### config.mk
export PLATFORM = sky130hd
export DESIGN_NAME = ps2_digit_display
export DESIGN_NICKNAME = d
export VERILOG_FILES = /design/src/rtl/ps2_disp_pkg.sv /design/src/rtl/ps2_frame_rx.sv /design/src/rtl/ps2_digit_display.sv
export SDC_FILE = /design/constraint.sdc
export NUM_CORES = 1
export LEC_CHECK = 0
export CORE_ASPECT_RATIO = 0.6
export CORE_MARGIN = 5
export CORE_UTILIZATION = 35
export CTS_BUF_LIST = sky130_fd_sc_hd__clkbuf_2 sky130_fd_sc_hd__clkbuf_4 sky130_fd_sc_hd__clkbuf_8
export DETAILED_ROUTE_END_ITERATION = 10
export SETUP_SLACK_MARGIN = 0.4
export SYNTH_ARGS = -nofsm -noshare
export SYNTH_HDL_FRONTEND = slang
export SYNTH_HIERARCHICAL = 1
export SYNTH_SLANG_ARGS = --single-unit
### constraint.sdc
create_clock -name clk -period 4.95 [get_ports clk]
set_clock_uncertainty 0.2 [all_clocks]
set_input_delay 0.7425 -clock clk [delete_from_list [all_inputs] [get_ports clk]]
set_output_delay 0.7425 -clock clk [all_outputs]
set_load 0.01 [all_outputs]
### src/rtl/ps2_disp_pkg.sv
// Shared scan codes, segment ROM and receiver state encoding for the
// PS/2 keypad-to-7-segment display path.
package ps2_disp_pkg;

   localparam logic [7:0] SC_D0   = 8'h45;
   localparam logic [7:0] SC_D1   = 8'h16;
   localparam logic [7:0] SC_D2   = 8'h1E;
   localparam logic [7:0] SC_D3   = 8'h26;
   localparam logic [7:0] SC_D4   = 8'h25;
   localparam logic [7:0] SC_D5   = 8'h2E;
   localparam logic [7:0] SC_D6   = 8'h36;
   localparam logic [7:0] SC_D7   = 8'h3D;
   localparam logic [7:0] SC_D8   = 8'h3E;
   localparam logic [7:0] SC_D9   = 8'h46;
   localparam logic [7:0] SC_BKSP = 8'h66;
   localparam logic [7:0] SC_EXT  = 8'hE0;
   localparam logic [7:0] SC_BRK  = 8'hF0;

   localparam logic [6:0] SEG_BLANK = 7'h7F;

   typedef enum logic [1:0] {IDLE, DATA, PARITY, STOP} rx_state_t;

   typedef struct packed {
      logic       hit;
      logic [3:0] val;
   } key_digit_t;

   // {g,f,e,d,c,b,a}, active-low
   function automatic logic [6:0] seg_rom(input logic [3:0] d);
      logic [6:0] s;
      case (d)
         4'd0:    s = 7'h40;
         4'd1:    s = 7'h79;
         4'd2:    s = 7'h24;
         4'd3:    s = 7'h30;
         4'd4:    s = 7'h19;
         4'd5:    s = 7'h12;
         4'd6:    s = 7'h02;
         4'd7:    s = 7'h78;
         4'd8:    s = 7'h00;
         4'd9:    s = 7'h10;
         default: s = SEG_BLANK;
      endcase
      return s;
   endfunction

   function automatic key_digit_t decode_digit(input logic [7:0] code);
      key_digit_t r;
      r.hit = 1'b1;
      r.val = 4'd0;
      case (code)
         SC_D0:   r.val = 4'd0;
         SC_D1:   r.val = 4'd1;
         SC_D2:   r.val = 4'd2;
         SC_D3:   r.val = 4'd3;
         SC_D4:   r.val = 4'd4;
         SC_D5:   r.val = 4'd5;
         SC_D6:   r.val = 4'd6;
         SC_D7:   r.val = 4'd7;
         SC_D8:   r.val = 4'd8;
         SC_D9:   r.val = 4'd9;
         default: r.hit = 1'b0;
      endcase
      return r;
   endfunction

endpackage

### src/rtl/ps2_frame_rx.sv
// PS/2 frame receiver: input sync, falling-edge detect, start/data/parity/stop
// FSM with odd-parity, stop-bit and inter-edge timeout checking.
module ps2_frame_rx
   import ps2_disp_pkg::*;
#(
   parameter int TIMEOUT_CYC = 100000
) (
   input  logic       clk,
   input  logic       reset,
   input  logic       keyb_clk,
   input  logic       keyb_data,
   output logic [7:0] code,
   output logic       code_valid,
   output logic       frame_err
);

   localparam int TW = $clog2(TIMEOUT_CYC + 1);

   logic [1:0]  kc_sync, kd_sync;
   logic        kc_prev;
   logic        fall, din, timeout;

   rx_state_t   state, state_n;
   logic [2:0]  bit_cnt, bit_cnt_n;
   logic [7:0]  shreg, shreg_n;
   logic        par_bit, par_n;
   logic [7:0]  code_n;
   logic        valid_n, err_n;
   logic [TW-1:0] tmo_cnt;

   // Sync flops reset to the bus idle level so reset never fakes an edge.
   always_ff @(posedge clk) begin
      if (reset) begin
         kc_sync <= 2'b11;
         kd_sync <= 2'b11;
         kc_prev <= 1'b1;
      end else begin
         kc_sync <= {kc_sync[0], keyb_clk};
         kd_sync <= {kd_sync[0], keyb_data};
         kc_prev <= kc_sync[1];
      end
   end

   assign fall    = kc_prev & ~kc_sync[1];
   assign din     = kd_sync[1];
   assign timeout = (state != IDLE) && (tmo_cnt == TW'(TIMEOUT_CYC));

   always_ff @(posedge clk) begin
      if (reset || state == IDLE || fall)
         tmo_cnt <= '0;
      else if (!timeout)
         tmo_cnt <= tmo_cnt + TW'(1);
   end

   always_comb begin
      state_n   = state;
      bit_cnt_n = bit_cnt;
      shreg_n   = shreg;
      par_n     = par_bit;
      code_n    = code;
      valid_n   = 1'b0;
      err_n     = 1'b0;
      if (fall) begin
         case (state)
            IDLE: begin
               if (!din) begin
                  state_n   = DATA;
                  bit_cnt_n = 3'd0;
               end
            end
            DATA: begin
               shreg_n   = {din, shreg[7:1]};
               bit_cnt_n = bit_cnt + 3'd1;
               if (bit_cnt == 3'd7) state_n = PARITY;
            end
            PARITY: begin
               par_n   = din;
               state_n = STOP;
            end
            STOP: begin
               state_n = IDLE;
               if (din && (^{shreg, par_bit})) begin
                  valid_n = 1'b1;
                  code_n  = shreg;
               end else begin
                  err_n = 1'b1;
               end
            end
            default: state_n = IDLE;
         endcase
      end else if (timeout) begin
         state_n = IDLE;
         err_n   = 1'b1;
      end
   end

   always_ff @(posedge clk) begin
      if (reset) begin
         state      <= IDLE;
         bit_cnt    <= 3'd0;
         shreg      <= 8'd0;
         par_bit    <= 1'b0;
         code       <= 8'd0;
         code_valid <= 1'b0;
         frame_err  <= 1'b0;
      end else begin
         state      <= state_n;
         bit_cnt    <= bit_cnt_n;
         shreg      <= shreg_n;
         par_bit    <= par_n;
         code       <= code_n;
         code_valid <= valid_n;
         frame_err  <= err_n;
      end
   end

endmodule

### src/rtl/ps2_digit_display.sv
// PS/2 keypad to N-digit multiplexed common-anode display: make/break/extended
// filtering, shift buffer with backspace and clear, registered digit scan.
module ps2_digit_display
   import ps2_disp_pkg::*;
#(
   parameter int NUM_DIGITS  = 4,
   parameter int REFRESH_DIV = 50000,
   parameter int TIMEOUT_CYC = 100000
) (
   input  logic                            clk,
   input  logic                            reset,
   input  logic                            keyb_clk,
   input  logic                            keyb_data,
   input  logic                            clear,
   output logic [6:0]                      seg,
   output logic [NUM_DIGITS-1:0]           an,
   output logic                            frame_err,
   output logic [$clog2(NUM_DIGITS+1)-1:0] digit_count
);

   localparam int CW = $clog2(NUM_DIGITS + 1);
   localparam int SW = (NUM_DIGITS > 1) ? $clog2(NUM_DIGITS) : 1;
   localparam int RW = $clog2(REFRESH_DIV);

   logic [7:0] code;
   logic       code_valid;

   ps2_frame_rx #(.TIMEOUT_CYC(TIMEOUT_CYC)) u_rx (
      .clk        (clk),
      .reset      (reset),
      .keyb_clk   (keyb_clk),
      .keyb_data  (keyb_data),
      .code       (code),
      .code_valid (code_valid),
      .frame_err  (frame_err)
   );

   // ---- prefix filter ----
   logic       ext, brk;
   logic       is_prefix;
   logic       push_dig, do_bs, bs_ok;
   key_digit_t kd;

   assign is_prefix = (code == SC_EXT) || (code == SC_BRK);

   always_comb begin
      kd       = decode_digit(code);
      push_dig = 1'b0;
      do_bs    = 1'b0;
      if (code_valid && !is_prefix && !ext && !brk) begin
         push_dig = kd.hit;
         do_bs    = (code == SC_BKSP);
      end
   end

   always_ff @(posedge clk) begin
      if (reset) begin
         ext <= 1'b0;
         brk <= 1'b0;
      end else if (code_valid) begin
         if (code == SC_EXT)
            ext <= 1'b1;
         else if (code == SC_BRK)
            brk <= 1'b1;
         else begin
            ext <= 1'b0;
            brk <= 1'b0;
         end
      end
   end

   // ---- digit buffer, entry 0 newest ----
   logic [NUM_DIGITS-1:0][3:0] digits, digits_n;

   assign bs_ok = do_bs && (digit_count != '0);

   for (genvar g = 0; g < NUM_DIGITS; g++) begin : g_ent
      logic [3:0] up_src, dn_src;
      if (g == 0) begin : g_lo
         assign up_src = kd.val;
      end else begin : g_mid
         assign up_src = digits[g-1];
      end
      if (g == NUM_DIGITS - 1) begin : g_hi
         assign dn_src = 4'd0;
      end else begin : g_dn
         assign dn_src = digits[g+1];
      end
      assign digits_n[g] = push_dig ? up_src : (bs_ok ? dn_src : digits[g]);
   end

   // Clear only zeroes the count; stale entries are masked by the display.
   always_ff @(posedge clk) begin
      if (reset) begin
         digits      <= '0;
         digit_count <= '0;
      end else if (clear) begin
         digit_count <= '0;
      end else begin
         digits <= digits_n;
         if (push_dig && digit_count != CW'(NUM_DIGITS))
            digit_count <= digit_count + CW'(1);
         else if (bs_ok)
            digit_count <= digit_count - CW'(1);
      end
   end

   // ---- display multiplexer ----
   logic [RW-1:0] ref_cnt;
   logic [SW-1:0] slot, slot_nx;
   logic          slot_end;

   assign slot_end = (ref_cnt == RW'(REFRESH_DIV - 1));
   assign slot_nx  = (slot == SW'(NUM_DIGITS - 1)) ? '0 : slot + SW'(1);

   // seg/an are loaded for the upcoming slot so both switch on the same edge.
   always_ff @(posedge clk) begin
      if (reset) begin
         ref_cnt <= '0;
         slot    <= '0;
         an      <= ~NUM_DIGITS'(1);
         seg     <= SEG_BLANK;
      end else begin
         ref_cnt <= slot_end ? '0 : ref_cnt + RW'(1);
         if (slot_end) begin
            slot <= slot_nx;
            an   <= ~(NUM_DIGITS'(1) << slot_nx);
            seg  <= (int'(slot_nx) < int'(digit_count)) ? seg_rom(digits[slot_nx])
                                                        : SEG_BLANK;
         end
      end
   end

endmodule
==> flow_metrics.tcl <==
set metrics [dict create \
    grt_max_degree 41 \
    ant_nets 0 \
    wl_mm 10.2 \
    ys_async_sr_fraction 0 \
    yosysWarnings 6 \
    max_cap_viol_count 0 \
    relSlewSlack 0.291 \
    layout_commonest_cell "dfxtp_1" \
    clock_path_buffers 2 \
    holdWs_ps 216 \
    worst-path-max-fanout 13 \
    vias_per_cell 5.09 \
    hold_violations 0 \
    die_h_um 102 \
    boundaryPins 20 \
    fin_setup_tns_ps 0 \
    syn-instance-count 539 \
    std_cell_rows 33 \
    syn_to_final_growth_pct 9.45 \
    cts_buffers 9 \
    worstPathRequired_ps 5050 \
    fin_area_mm2 0.00538 \
    clkSinkCount 96 \
    synth.distinct_cells 69 \
    synth-edff-count 0 \
    synthTopCellsByArea "dfxtp_1 (39%), ha_1 (5.3%), nor2_1 (4.7%)" \
    place.port_buffers 19 \
    place_area_mm2 0.00518 \
    clock_latency_ps 370 \
    drive_gt1_frac 0.0932 \
    worstSetupStartpointType "register" \
    overflow 0 \
    grt_pass1_vias 3592 \
    dp_cells 723 \
    cts_tree "done" \
    ys.flop_type "dfxtp_1" \
    hp-class "reg -> reg" \
    wire_per_inst_um 13.7 \
    power_leakage_nw 1.88 \
    drt_iter0_markers 232 \
    clk_pin_slew_worst_paths_ps 90 \
    gp_congestion 0.799 \
    vias 3764 \
    diodes 0 \
    stdcell_count 739 \
    status "finished clean" \
    antenna_found_initial 0 \
    htreeDepth 3 \
    pwr_density_cell_mw_per_mm2 244 \
    nNetsFinal 569 \
    final_cell_mix "dfxtp_1 (96), nor2_1 (61), nand2_1 (35)" \
    fmax_mhz 319 \
    synth_top_area_cell "dfxtp_1" \
    grt_pass1_wl_mm 17.5 \
    setup_ws_ps 1810 \
    ys_seq_area_frac 0.391 \
    synth_nets 566 \
    worst_setup_path_end_kind "register" \
    die_x_um 163 \
    setup_viol 0 \
    postSynthAreaPerCell_um2 9.12 \
    coreArea_mm2 0.0137 \
    tightest_slew_ps 1060 \
    cts_resized 0 \
    max-vdd-ir-drop_mv 0.108 \
    die_area_mm2 0.0166 \
    clock-root-buffer "clkbuf_8" \
    synth-seq-cells 96 \
    rsz0062_at_grt "false" \
    hold_buffers 0 \
    syn-cell-area_mm2 0.00491 \
    first_pass_iters 4 \
    track_usage 0.128 \
    drv_slew 0 \
    synth_top_area_share 0.391 \
    dpl_worst_slack_ps 1830 \
    finalCritPeriodShare 0.634 \
    drc 0 \
    cts_setup_buffers 0 \
    path_class "reg -> reg" \
    cp.arrival_ps 3240 \
    hpwl_mm 7.19 \
    min_period_ps 3140 \
    initial_utilization 0.358 \
]
==> logic make-up after synthesis <==
group                    count (synthesis)  synth area share
multiplexers                            16            0.0456
XOR/XNOR                                36            0.0703
flip-flops                              96             0.391
AND/OR/NAND/NOR                        213             0.234
AO/OA/AOI/OAI                           98             0.145
adder cells (fa/ha/maj)                 22            0.0576
buffers and inverters                   58            0.0568
==> synthesized netlist by cell type, types with 3 or more instances <==
library cell	n
xor2_1	23
nand4_1	11
nor2_1	61
a2111oi_2	7
nor2b_1	4
a31oi_1	3
a221oi_1	3
or3_1	8
mux4_2	4
o32ai_1	5
a21oi_1	32
inv_1	30
a32oi_1	3
clkbuf_1	15
nor3_1	19
buf_2	4
ha_1	21
and3_1	8
nand2b_1	9
o22a_1	4
xnor2_1	11
mux2i_1	10
dfxtp_1	96
nand2_1	35
o221a_1	3
nand3_1	19
nand3b_1	3
and3b_1	3
or2_2	7
buf_6	7
nor4b_1	5
o211ai_1	4
o21ai_0	18
==> sequential cells by signal (all words and copies together), names as in the netlist, 3 cells and up <==
| register | cells |
|---|---|
| seg | 7 |
| digit_count | 3 |
| ref_cnt | 16 |
| g_ent.dn_src | 12 |
| u_rx/tmo_cnt | 17 |
| u_rx/bit_cnt | 3 |
| u_rx/shreg | 8 |
| u_rx/code | 8 |
| g_ent.up_src | 4 |
| an | 4 |
==> where the power goes <==
group / total, W / switching (W) / internal, W
Clock: 0.000507 / 0.000276 / 0.000232
Sequential: 0.000779 / 0.00000353 / 0.000776
Combinational: 0.0000260 / 0.0000174 / 0.00000864
==> worst paths after layout <==
kind	from	endpoint	slack [ps]	depth (start not counted)
worst max register to register	u_rx/code[3]$_SDFFE_PP0P_	digit_count[1]$_SDFFE_PP0P_	1810	8
worst min register to register	u_rx/kc_sync[0]$_SDFF_PP1_	u_rx/kc_sync[1]$_SDFF_PP1_	220	1
worst max-delay path	u_rx/code[3]$_SDFFE_PP0P_	digit_count[1]$_SDFFE_PP0P_	1810	8
worst min-delay path	u_rx/kc_sync[0]$_SDFF_PP1_	u_rx/kc_sync[1]$_SDFF_PP1_	220	1
==> worst max-delay path, stage by stage (launching register included) <==
cell      delay (ps)
dfxtp_1          630
and3b_1          270
a21boi_0         330
nand2_1          220
or3_1            430
fa_1             480
nand2_1           70
or3_1            320
a31oi_1          130
==> through the flow <==
stage               total power (W)   util
floorplan                  0.000815      -
global placement           0.000823  0.378
finish                      0.00131  0.392
global route                0.00137  0.392
detailed placement         0.000823  0.378
CTS                         0.00133  0.392
==> cell type report <==
class	count	area [um2]
tap	192	240
sequential	96	1920
multi-input combinational	385	2710
inverter	30	113
clock inverter	3	25.0
fill	1406	8330
clock buffer	13	173
timing repair buffer	20	193
==> per-layer routing <==
layer	part of all wire	up-vias	wire, um	track usage
met2	0.41	49	4160	0.184
met4	0.011	0	110	0.0432
met5	0	-	0	0
met3	0.030	10	301	0.0325
met1	0.55	1796	5580	0.186
li1	-	1909	-	-
(Power assumes the default switching activity.)
